===== src/rtl/stack_mem_sequencer_pkg.sv =====
// Shared codes for the stack memory sequencer: FSM slot codes, stack ops,
// slot-order tracker states and the read-return tag carried through the capture stage.
package stack_mem_sequencer_pkg;

  typedef enum logic [1:0] {
    SLOT_IDLE = 2'b00,
    SLOT_1    = 2'b01,
    SLOT_2    = 2'b10,
    SLOT_3    = 2'b11
  } slot_e;

  typedef enum logic [1:0] {
    OP_NONE = 2'b00,
    OP_PUSH = 2'b10,
    OP_POP  = 2'b11
  } op_e;

  // Which slot the tracker will accept next (besides a fresh start from idle)
  typedef enum logic [1:0] {
    TRK_IDLE = 2'b00,
    TRK_EXP2 = 2'b01,
    TRK_EXP1 = 2'b10
  } trk_e;

  typedef enum logic [2:0] {
    RD_NONE  = 3'd0,
    RD_PC_LO = 3'd1,
    RD_PC_HI = 3'd2,
    RD_FLAGS = 3'd3,
    RD_POP   = 3'd4
  } rd_kind_e;

  typedef struct packed {
    rd_kind_e kind;
    logic     last;
    logic     long_seq;
  } rd_tag_t;

  localparam int RD_STAGES = 1;

endpackage


===== src/rtl/stack_mem_sequencer_sp_reg.sv =====
// Stack pointer register: post-decrement push / pre-increment pop, modulo 2^ADDR_W.
// With STACK_BOUNDS_CHECK_EN defined, illegal moves are held and a sticky fault is raised.
module stack_mem_sequencer_sp_reg #(
  parameter int ADDR_W = 12,
  parameter logic [ADDR_W-1:0] SP_RESET = ADDR_W'((1 << ADDR_W) - 1)
`ifdef STACK_BOUNDS_CHECK_EN
  , parameter logic [ADDR_W-1:0] SP_LIMIT = ADDR_W'((1 << ADDR_W) - 1024)
`endif
) (
  input  logic              clk,
  input  logic              rst,
  input  logic              inc_req,
  input  logic              dec_req,
  output logic [ADDR_W-1:0] sp,
  output logic              push_ok,
  output logic              pop_ok,
  output logic              fault
);

`ifdef STACK_BOUNDS_CHECK_EN
  assign push_ok = (sp >= SP_LIMIT);
  assign pop_ok  = (sp != SP_RESET);

  always_ff @(posedge clk) begin
    if (rst)
      fault <= 1'b0;
    else if ((dec_req && !push_ok) || (inc_req && !pop_ok))
      fault <= 1'b1;
  end
`else
  assign push_ok = 1'b1;
  assign pop_ok  = 1'b1;
  assign fault   = 1'b0;
`endif

  always_ff @(posedge clk) begin
    if (rst)
      sp <= SP_RESET;
    else if (inc_req && pop_ok)
      sp <= sp + ADDR_W'(1);
    else if (dec_req && push_ok)
      sp <= sp - ADDR_W'(1);
  end

endmodule


===== src/rtl/stack_mem_sequencer.sv =====
// Memory-stage stack engine: decodes FSM slots and single-cycle PUSH/POP into stack
// memory accesses and reassembles PC/flags on return. Optional macro: STACK_BOUNDS_CHECK_EN.
module stack_mem_sequencer
  import stack_mem_sequencer_pkg::*;
#(
  parameter int ADDR_W  = 12,
  parameter int DATA_W  = 16,
  parameter int FLAGS_W = 4,
  parameter logic [ADDR_W-1:0] SP_RESET = ADDR_W'((1 << ADDR_W) - 1)
`ifdef STACK_BOUNDS_CHECK_EN
  , parameter logic [ADDR_W-1:0] SP_LIMIT = ADDR_W'((1 << ADDR_W) - 1024)
`endif
) (
  input  logic                clk,
  input  logic                rst,
  input  logic [1:0]          seq_state,
  input  logic [1:0]          seq_op,
  input  logic                sp_push,
  input  logic                sp_pop,
  input  logic [2*DATA_W-1:0] pc_in,
  input  logic [FLAGS_W-1:0]  flags_in,
  input  logic [DATA_W-1:0]   reg_wdata,
  input  logic [DATA_W-1:0]   mem_rdata,
  output logic [ADDR_W-1:0]   mem_addr,
  output logic [DATA_W-1:0]   mem_wdata,
  output logic                mem_we,
  output logic                mem_re,
  output logic [ADDR_W-1:0]   sp_out,
  output logic [2*DATA_W-1:0] pc_restore,
  output logic                pc_restore_vld,
  output logic [FLAGS_W-1:0]  flags_restore,
  output logic                flags_restore_vld,
  output logic [DATA_W-1:0]   pop_data,
  output logic                pop_data_vld,
  output logic                stack_fault
);

  slot_e   slot;
  op_e     sop, op_q, op_d;
  trk_e    trk_q, trk_d;
  logic    long_q, long_d, slot_ok;
  logic    push_req, pop_req, push_ok, pop_ok;
  rd_tag_t tag_d, tag_q;

  logic [RD_STAGES:0]   vld_pipe;
  logic [RD_STAGES-1:0] vld_q;
  logic                 rd_done;

  logic [DATA_W-1:0]  pc_lo_q, pc_hi_q, pop_q;
  logic [FLAGS_W-1:0] flags_q;

  assign slot = slot_e'(seq_state);
  assign sop  = op_e'(seq_op);

  stack_mem_sequencer_sp_reg #(
    .ADDR_W   (ADDR_W),
    .SP_RESET (SP_RESET)
`ifdef STACK_BOUNDS_CHECK_EN
    , .SP_LIMIT (SP_LIMIT)
`endif
  ) u_sp (
    .clk     (clk),
    .rst     (rst),
    .inc_req (pop_req),
    .dec_req (push_req),
    .sp      (sp_out),
    .push_ok (push_ok),
    .pop_ok  (pop_ok),
    .fault   (stack_fault)
  );

  always_ff @(posedge clk) begin : state_reg
    if (rst) begin
      trk_q  <= TRK_IDLE;
      long_q <= 1'b0;
      op_q   <= OP_NONE;
    end else begin
      trk_q  <= trk_d;
      long_q <= long_d;
      op_q   <= op_d;
    end
  end

  // Out-of-order slots are no-ops and leave the tracker where it was; idle aborts.
  always_comb begin : next_state
    trk_d   = trk_q;
    long_d  = long_q;
    op_d    = op_q;
    slot_ok = 1'b0;
    case (slot)
      SLOT_3: if (trk_q == TRK_IDLE) begin
        slot_ok = 1'b1;
        trk_d   = TRK_EXP2;
      end
      SLOT_2: if (trk_q == TRK_IDLE || trk_q == TRK_EXP2) begin
        slot_ok = 1'b1;
        trk_d   = TRK_EXP1;
      end
      SLOT_1: if (trk_q == TRK_EXP1) begin
        slot_ok = 1'b1;
        trk_d   = TRK_IDLE;
      end
      default: trk_d = TRK_IDLE;
    endcase
    if (slot_ok && trk_q == TRK_IDLE) begin
      long_d = (slot == SLOT_3);
      op_d   = sop;
    end
  end

  always_comb begin : outputs
    push_req  = 1'b0;
    pop_req   = 1'b0;
    mem_wdata = '0;
    tag_d     = '0;
    if (!rst) begin
      if (slot != SLOT_IDLE) begin
        if (slot_ok && sop != OP_NONE) begin
          if (op_d == OP_PUSH) begin
            push_req = 1'b1;
            case (slot)
              SLOT_3:  mem_wdata = {{(DATA_W-FLAGS_W){1'b0}}, flags_in};
              SLOT_2:  mem_wdata = pc_in[2*DATA_W-1:DATA_W];
              default: mem_wdata = pc_in[DATA_W-1:0];
            endcase
          end else if (op_d == OP_POP) begin
            pop_req        = 1'b1;
            tag_d.last     = (slot == SLOT_1);
            tag_d.long_seq = long_d;
            case (slot)
              SLOT_3:  tag_d.kind = RD_PC_LO;
              SLOT_2:  tag_d.kind = long_d ? RD_PC_HI : RD_PC_LO;
              default: tag_d.kind = long_d ? RD_FLAGS : RD_PC_HI;
            endcase
          end
        end
      end else if (sp_push && !sp_pop) begin
        push_req  = 1'b1;
        mem_wdata = reg_wdata;
      end else if (sp_pop && !sp_push) begin
        pop_req    = 1'b1;
        tag_d.kind = RD_POP;
      end
    end
  end

  assign mem_we   = push_req && push_ok;
  assign mem_re   = pop_req && pop_ok;
  assign mem_addr = pop_req ? sp_out + ADDR_W'(1) : sp_out;

  // Read-return stage: the tag follows mem_re by one cycle, aligned with mem_rdata.
  assign vld_pipe = {vld_q, mem_re};
  assign rd_done  = vld_pipe[RD_STAGES];

  always_ff @(posedge clk) begin
    if (rst) begin
      vld_q   <= '0;
      tag_q   <= '0;
      pc_lo_q <= '0;
      pc_hi_q <= '0;
      flags_q <= '0;
      pop_q   <= '0;
    end else begin
      vld_q <= vld_pipe[RD_STAGES-1:0];
      if (mem_re) tag_q <= tag_d;
      if (rd_done) begin
        case (tag_q.kind)
          RD_PC_LO: pc_lo_q <= mem_rdata;
          RD_PC_HI: pc_hi_q <= mem_rdata;
          RD_FLAGS: flags_q <= mem_rdata[FLAGS_W-1:0];
          RD_POP:   pop_q   <= mem_rdata;
          default:  ;
        endcase
      end
    end
  end

  // The final word is forwarded straight from memory so the pulse lands with its data.
  always_comb begin
    pc_restore    = {pc_hi_q, pc_lo_q};
    flags_restore = flags_q;
    pop_data      = pop_q;
    if (rd_done) begin
      case (tag_q.kind)
        RD_PC_LO: pc_restore[DATA_W-1:0]        = mem_rdata;
        RD_PC_HI: pc_restore[2*DATA_W-1:DATA_W] = mem_rdata;
        RD_FLAGS: flags_restore                 = mem_rdata[FLAGS_W-1:0];
        RD_POP:   pop_data                      = mem_rdata;
        default:  ;
      endcase
    end
  end

  assign pc_restore_vld    = rd_done && tag_q.last;
  assign flags_restore_vld = rd_done && tag_q.last && tag_q.long_seq;
  assign pop_data_vld      = rd_done && (tag_q.kind == RD_POP);

endmodule


===== config.mk =====
export PLATFORM = sky130hd
export DESIGN_NAME = stack_mem_sequencer
export DESIGN_NICKNAME = d
export VERILOG_FILES = /design/src/rtl/stack_mem_sequencer_pkg.sv /design/src/rtl/stack_mem_sequencer_sp_reg.sv /design/src/rtl/stack_mem_sequencer.sv
export SDC_FILE = /design/constraint.sdc
export NUM_CORES = 1
export LEC_CHECK = 0
export ABC_CLOCK_PERIOD_IN_PS = 4000
export CORE_ASPECT_RATIO = 1.75
export CORE_MARGIN = 2
export CORE_UTILIZATION = 39
export CTS_CLUSTER_DIAMETER = 150
export DETAILED_ROUTE_END_ITERATION = 10
export GPL_ROUTABILITY_DRIVEN = 0
export PLACE_DENSITY = 0.77
export SLEW_MARGIN = 40
export SYNTH_ARGS = -nofsm -noshare
export SYNTH_HDL_FRONTEND = slang
export SYNTH_HIERARCHICAL = 1
export SYNTH_SLANG_ARGS = --single-unit

===== constraint.sdc =====
create_clock -name clk -period 4 [get_ports clk]
set_input_delay 0.6 -clock clk [delete_from_list [all_inputs] [get_ports clk]]
set_output_delay 0.6 -clock clk [all_outputs]
set_load 0.1 [all_outputs]

Yosys cells after proc, flatten, opt, wreduce, memory -nomap -nowiden
Index checks and enable logic that the tools add are counted.
{"block": "totals", "register_bits": 75, "input_bits": 76, "output_inout_bits": 98}
{"block": "classes", "n_reduce_logical": 15, "eq_ne": 14, "add_sub_neg": 2, "mux": 48}
{"cell": "16-bit two-way mux", "count": 9}
{"cell": "12-bit two-way mux", "count": 3}
{"cell": "32-bit two-way mux", "count": 1}
{"cell": "16-bit one-hot mux with 2 select lines", "count": 1}
{"cell": "4-bit two-way mux", "count": 5}
{"cell": "1-bit two-way mux", "count": 17}
{"cell": "12-bit by 1-bit adder with 12-bit output (second input constant)", "count": 1}
{"cell": "2-bit two-way mux", "count": 6}
{"cell": "12-bit by 1-bit subtractor with 12-bit output (second input constant)", "count": 1}
{"cell": "2-bit equality test (second input constant)", "count": 5}
{"cell": "3-bit two-way mux", "count": 3}
{"cell": "1-bit logical AND", "count": 7}
{"cell": "3-bit by 2-bit equality test with 1-bit output (second input constant)", "count": 2}
{"cell": "2-bit != test (second input constant)", "count": 3}
{"cell": "2-bit one-hot mux with 3 select lines", "count": 1}
{"cell": "2-bit nonzero test", "count": 3}
{"cell": "2-bit by 1-bit equality test with 1-bit output (second input constant)", "count": 2}
{"cell": "2-bit one-hot mux with 2 select lines", "count": 1}
{"cell": "3-bit by 1-bit equality test with 1-bit output (second input constant)", "count": 1}
{"cell": "3-bit equality test (second input constant)", "count": 1}
{"cell": "1-bit one-hot mux with 3 select lines", "count": 1}
{"cell": "3-bit AND reduction", "count": 1}
{"cell": "1-bit logical NOT", "count": 2}
{"cell": "2-bit logical NOT", "count": 1}
{"cell": "1-bit logical OR", "count": 1}

Longest topological paths before layout
{"block": "logic_depth", "word_depth": 13, "depth_mapped": 13, "ltp_nobuf": 12}

Hierarchy
The synthesis kept the hierarchy.
{"module": "stack_mem_sequencer", "instances": 1, "cells_per_inst": 338, "seq_area_each_um2": 1261.2, "area_per_inst_um2": 3274.4}
{"module": "stack_mem_sequencer_sp_reg", "instances": 1, "cells_per_inst": 111, "seq_area_each_um2": 240.2, "area_per_inst_um2": 910.9}

Worst setup path before layout
Ideal clock, no wire load.
{"block": "synth_path", "path_type": "in2out", "from": "input port seq_state[1]", "to": "output port mem_addr[0]", "arrival_ns": 3.507, "stages": 5, "setup_slack_ns": -0.107, "path_cell_list": "buf_6 or4b_2 o31a_1 nor2_1 xor2_1"}
{"block": "synth_via", "elab_chain_cells": 11, "elab_cells_between_ends": 16, "classes_between": "5 x eq/ne; 8 x mux; 3 x reduce/logical"}
{"element": "start, declared", "line": "stack_mem_sequencer.sv:16", "source": "input logic [1:0] seq_state,"}
{"element": "2-bit by 1-bit equality test with 1-bit output / 2-bit equality test (equally long branches)", "line": "stack_mem_sequencer.sv:90", "source": "case (slot)"}
{"element": "1-bit one-hot mux with 3 select lines", "line": "stack_mem_sequencer.sv:90"}
{"element": "1-bit logical AND", "line": "stack_mem_sequencer.sv:105", "source": "if (slot_ok && trk_q == TRK_IDLE) begin"}
{"element": "2-bit two-way mux", "line": "stack_mem_sequencer.sv:105"}
{"element": "2-bit equality test", "line": "stack_mem_sequencer.sv:126", "source": "end else if (op_d == OP_POP) begin"}
{"element": "1-bit two-way mux", "line": "stack_mem_sequencer.sv:126"}
{"element": "1-bit two-way mux", "line": "stack_mem_sequencer.sv:119", "source": "if (op_d == OP_PUSH) begin"}
{"element": "1-bit two-way mux", "line": "stack_mem_sequencer.sv:118", "source": "if (slot_ok && sop != OP_NONE) begin"}
{"element": "1-bit two-way mux *", "line": "stack_mem_sequencer.sv:117", "source": "if (slot != SLOT_IDLE) begin"}
{"element": "1-bit two-way mux *", "line": "stack_mem_sequencer.sv:116", "source": "if (!rst) begin"}
{"element": "net pop_req", "line": "stack_mem_sequencer.sv:42", "source": "logic push_req, pop_req, push_ok, pop_ok;"}
{"element": "12-bit two-way mux *", "line": "stack_mem_sequencer.sv:149", "source": "assign mem_addr = pop_req ? sp_out + ADDR_W'(1) : sp_out;"}
{"element": "end, declared", "line": "stack_mem_sequencer.sv:24", "source": "output logic [ADDR_W-1:0] mem_addr,"}
Mark *: on every way through the listed nets, which the timed path passes. The rest lies on a longest branch.

Final worst setup path
{"block": "layout_path", "from": "input port seq_state[1]", "to": "register u_sp.sp[7]"}
{"block": "layout_via", "elab_chain_cells": 11, "elab_cells_between_ends": 21, "classes_between": "5 x eq/ne; 12 x mux; 4 x reduce/logical"}
{"element": "2-bit by 1-bit equality test with 1-bit output / 2-bit equality test (equally long branches)", "line": "stack_mem_sequencer.sv:90"}
{"element": "1-bit one-hot mux with 3 select lines", "line": "stack_mem_sequencer.sv:90"}
{"element": "1-bit logical AND", "line": "stack_mem_sequencer.sv:105"}
{"element": "2-bit two-way mux", "line": "stack_mem_sequencer.sv:105"}
{"element": "2-bit equality test", "line": "stack_mem_sequencer.sv:126"}
{"element": "1-bit two-way mux", "line": "stack_mem_sequencer.sv:126"}
{"element": "1-bit two-way mux", "line": "stack_mem_sequencer.sv:119"}
{"element": "1-bit two-way mux", "line": "stack_mem_sequencer.sv:118"}
{"element": "1-bit two-way mux *", "line": "stack_mem_sequencer.sv:117"}
{"element": "1-bit two-way mux *", "line": "stack_mem_sequencer.sv:116"}
{"element": "net pop_req", "line": "stack_mem_sequencer.sv:42"}
{"element": "12-bit two-way mux / 2-bit nonzero test (equally long branches)"}
{"element": "end signal, assigned", "line": "stack_mem_sequencer_sp_reg.sv:40", "source": "sp <= sp + ADDR_W'(1);"}
{"element": "end signal, assigned", "line": "stack_mem_sequencer_sp_reg.sv:42", "source": "sp <= sp - ADDR_W'(1);"}
{"element": "end, declared", "line": "stack_mem_sequencer_sp_reg.sv:14", "source": "output logic [ADDR_W-1:0] sp,"}
Marked as above.
A chain may end at the register's enable or synchronous reset.

==> impl_summary.txt <==
----------------------------------------------------
[Run status]
  Status ... finished clean

[Drt]
  1st-iter DRT viols ... between 90 and 100
  Sum of routed wire length over all layers ... 12580 um
  ANT nets after route ... 0
  Detailed-router iteration count before antenna repair ... 4
  Drt via density ... 5.237
  DRC violation count after routing ... 0
  Routed len/inst ... about 17 um
  Vias ... 3985

[Power]
  Largest voltage drop on the vdd net ... 0.3271 mV
  P_leak ... between 2 and 3 nW
  Overall power of the completed layout ... 2.224 mW
  Pwr per Cell Area ... 338.2 nW/um^2

[Cells and area]
  Antenna fix cells ... 0
  P&R area growth vs syn ... 57.10%
  Total area of multi-input combinational cells ... around 2600 um^2
  Count of nets after finishing ... 715
  Core Util, Final ... a little over 60%
  Fraction of final layout cells sized beyond drive strength 1 ... 32.65%
  Reg area ... 1501 um^2
  Count of placed standard cells in the final layout, fillers left out ... approximately 760
  Total of fill cells in the finished design ... 906

[Timing]
  RSZ-0062 raised after global routing ... no
  Worst hold slack ... ~500 ps
  Maximum clock skew at final layout ... 6.029 ps
  Final hold viol count ... 0
  Worst relative slew slack ... between 60% and 70%
  Final slew viol count ... 0
  Final critical path time including I/O delays and setup ... ~3800 ps
  Tightest Pin Transition ... 553.1 ps
  Crit share post-route ... roughly 94%
  Number of failing setup endpoints in the final timing report ... 0
  Fmax achieved ... 265.4 MHz

[Yosys]
  Total standard cell area after synthesis ... 4185 um^2
  Asr flop ratio synth ... 0%
  Most repeated cell in the gate-level netlist after synthesis ... sky130_fd_sc_hd__dfxtp_1
  Top cells by area in the synthesized netlist ... sky130_fd_sc_hd__dfxtp_1 (36%), sky130_fd_sc_hd__mux2_2 (15%), sky130_fd_sc_hd__and2_1 (7.9%)
  Commonest cells in the netlist ... sky130_fd_sc_hd__dfxtp_1 (75), sky130_fd_sc_hd__mux2_2 (54), sky130_fd_sc_hd__and2_1 (53), sky130_fd_sc_hd__nor2_1 (39), sky130_fd_sc_hd__nand2_1 (26)
  Sequential element share of the synthesized area ... 35.87%
  Seq cells post-synth ... 75
  Most used flip-flop cell after synthesis ... sky130_fd_sc_hd__dfxtp_1
  Number of flops mapped to enable cells by yosys ... 0
  Count of cell types in the netlist ... 53
  Synth Warn # ... 6
  Yosys top cell area share ... 35.87%
  Count of mapped cells out of synthesis ... 449
  Cell type with the highest aggregate area in the netlist ... sky130_fd_sc_hd__dfxtp_1
  Average cell area after synthesis ... between 9 and 10 um^2

[GRT]
  Grt total ovfl ... 0
  Global route hottest layer ... met2
  GRT met2 Usage ... a little over two fifths
  Antenna violations before repair ... 0
  Maximum number of pins on one net before global-route repair ... 65
  Global-route wire length before repair ... 20070 um
  Global Route met3 Usage ... ~4.3%
  Global-route usage over all layers ... 22.21%
  Global Route met1 Usage ... between 20% and 30%
  Vias in the first global route ... 4190

[Clock tree]
  Clock root buffer master ... sky130_fd_sc_hd__clkbuf_16
  Clk pin slew, worst setup/hold paths ... about 50 ps
  Latest clock arrival within the worst-skew pair ... 320 ps
  Maximum level of the CTS H-tree ... 3
  CTS Buffer Depth ... 2
  CTS hold repair buffers ... 0
  Total clock buffers created by CTS ... 9
  Number of instances resized during post-cts repair ... 0
  CTS tree ... done
  Post-CTS Setup Repair Bufs ... 0
  Clock sink count ... 75

[Floorplanning]
  Vertical extent of the die ... 141.0 um
  Die X ... 82.31 um
  Area of the placeable core ... 10570 um^2
  Area enclosed by the die boundary ... 11610 um^2
  Initial standard-cell utilization of the core ... 39.59%
  Ports placed on the boundary ... 174
  Total number of placement rows ... 50

[Worst setup path]
  Worst Path Required ... 4210 ps
  Arrival time worst endpoint ... 3980 ps
  Startpoint types ... primary input
  Endpoint class of the critical path ... flip-flop
  Start-to-end type of the worst setup path ... primary input to flip-flop
  Worst Path Max Fanout ... 10

[Place]
  Number of I/O port buffers ... 172
  Total instance count after detailed placement ... between 700 and 800
  Detailed Place HPWL ... 9822 um

[Flow run]
  Max-Cap Viols ... 0

[Worst hold path]
  Path type of the worst min-delay path ... flip-flop to flip-flop

----------------------------------------------------
==> worst max-delay path, cell delays in order <==
cell	delay, ps
sky130_fd_sc_hd__clkdlybuf4s50_1	450
sky130_fd_sc_hd__buf_4	180
sky130_fd_sc_hd__nor4bb_1	280
sky130_fd_sc_hd__o32ai_1	140
sky130_fd_sc_hd__o31a_1	340
sky130_fd_sc_hd__nor2_1	130
sky130_fd_sc_hd__inv_1	200
sky130_fd_sc_hd__ha_1	400
sky130_fd_sc_hd__a21oi_1	180
sky130_fd_sc_hd__nor2b_1	80
sky130_fd_sc_hd__a311o_1	380
sky130_fd_sc_hd__a31oi_1	370
sky130_fd_sc_hd__xor2_1	190
sky130_fd_sc_hd__o21ai_1	70
==> power breakdown <==
part	switching [mW]	total, mW	internal (mW)
clock network	0.295	0.852	0.557
registers	0.0237	0.784	0.760
logic	0.361	0.588	0.227
==> layer usage <==
| layer | vias to the layer above | part of all wire, % |
|---|---|---|
| met4 | 0 | 3.0 |
| met5 | - | 0 |
| met3 | 25 | 4.9 |
| met1 | 1923 | 36 |
| met2 | 123 | 56 |
| li1 | 1914 | - |
==> cells by family (layout without fill, tap and decap cells) <==
| logic type | count (synthesis) | count (layout) | synth area share, % |
|---|---|---|---|
| buffers and inverters | 35 | 216 | 3.856 |
| xor gates and xnor gates | 19 | 19 | 3.976 |
| and+or+nand+nor | 167 | 167 | 21.97 |
| adders and majority gates | 12 | 12 | 3.767 |
| DFF | 75 | 75 | 35.87 |
| AOI/OAI and AO/OA | 65 | 65 | 9.866 |
| muxes | 74 | 74 | 20.51 |
| other | 2 | 3 | 0.1794 |
==> layout by cell type (no fill, tap or decap), types with 3 or more instances in the layout <==
| cell | netlist | layout |
|---|---|---|
| sky130_fd_sc_hd__xor2_1 | 14 | 7 |
| sky130_fd_sc_hd__a21o_1 | 3 | 3 |
| sky130_fd_sc_hd__mux4_2 | 4 | 4 |
| sky130_fd_sc_hd__and2_1 | 53 | 53 |
| sky130_fd_sc_hd__buf_12 | 0 | 30 |
| sky130_fd_sc_hd__clkbuf_16 | 0 | 9 |
| sky130_fd_sc_hd__nand2_1 | 26 | 26 |
| sky130_fd_sc_hd__buf_4 | 3 | 71 |
| sky130_fd_sc_hd__nor3_1 | 6 | 5 |
| sky130_fd_sc_hd__conb_1 | 2 | 3 |
| sky130_fd_sc_hd__dfxtp_1 | 75 | 75 |
| sky130_fd_sc_hd__mux2_2 | 54 | 54 |
| sky130_fd_sc_hd__and3_1 | 9 | 9 |
| sky130_fd_sc_hd__mux2i_1 | 16 | 16 |
| sky130_fd_sc_hd__ha_1 | 11 | 11 |
| sky130_fd_sc_hd__clkdlybuf4s50_1 | 0 | 75 |
| sky130_fd_sc_hd__inv_1 | 11 | 11 |
| sky130_fd_sc_hd__o211ai_1 | 9 | 9 |
| sky130_fd_sc_hd__xor2_2 | 0 | 7 |
| sky130_fd_sc_hd__buf_2 | 3 | 14 |
| sky130_fd_sc_hd__xnor2_1 | 5 | 4 |
| sky130_fd_sc_hd__nor2b_1 | 7 | 7 |
| sky130_fd_sc_hd__nor2_1 | 39 | 38 |
| sky130_fd_sc_hd__a21oi_1 | 23 | 23 |
| sky130_fd_sc_hd__o31ai_1 | 3 | 3 |
| sky130_fd_sc_hd__o21ai_0 | 13 | 13 |
| sky130_fd_sc_hd__nor4_2 | 3 | 3 |
| sky130_fd_sc_hd__nand3_1 | 6 | 6 |
==> final timing paths <==
| check | endpoint | startpoint | slack, ps | cells past startpoint |
|---|---|---|---|---|
| worst min-delay path | tag_q[0]$_SDFFE_PP0P_ | tag_q[0]$_SDFFE_PP0P_ | 500 | 2 |
| worst max register to register | u_sp/sp[7]$_SDFFE_PP1P_ | trk_q[0]$_SDFFE_PP0P_ | 670 | 12 |
| worst min register to register | tag_q[0]$_SDFFE_PP0P_ | tag_q[0]$_SDFFE_PP0P_ | 500 | 2 |
| worst max-delay path | u_sp/sp[7]$_SDFFE_PP1P_ | seq_state[1] | 230 | 14 |
==> flip-flops by register name, indices dropped and copies added, names as in the netlist <==
| register | flops |
|---|---|
| tag_q | 5 |
| u_sp/sp | 12 |
| pop_q | 16 |
| trk_q | 2 |
| pc_hi_q | 16 |
| rd_done | 1 |
| op_q | 2 |
| flags_q | 4 |
| long_q | 1 |
| pc_lo_q | 16 |
==> layout make-up <==
type,count,share of cell area (%)
clock buffer,10,3.635
multi-input combinational,340,39.52
timing repair buffer,190,29.72
sequential,75,22.84
tap,130,2.474
inverter,11,0.6280
clock inverter,5,1.180
==> metrics by stage <==
stage | TNS (ps) | worst slack (ps) | area, um^2
after floorplan | -230.9 | -25.56 | 4249
after global placement | 0 | 110.0 | 6324
after CTS | 0 | 240.3 | 6575
final | 0 | 231.5 | 6575
after global routing | 0 | 34.78 | 6575
after detailed placement | -238.7 | -99.57 | 6259
(Power assumes the default switching activity.)
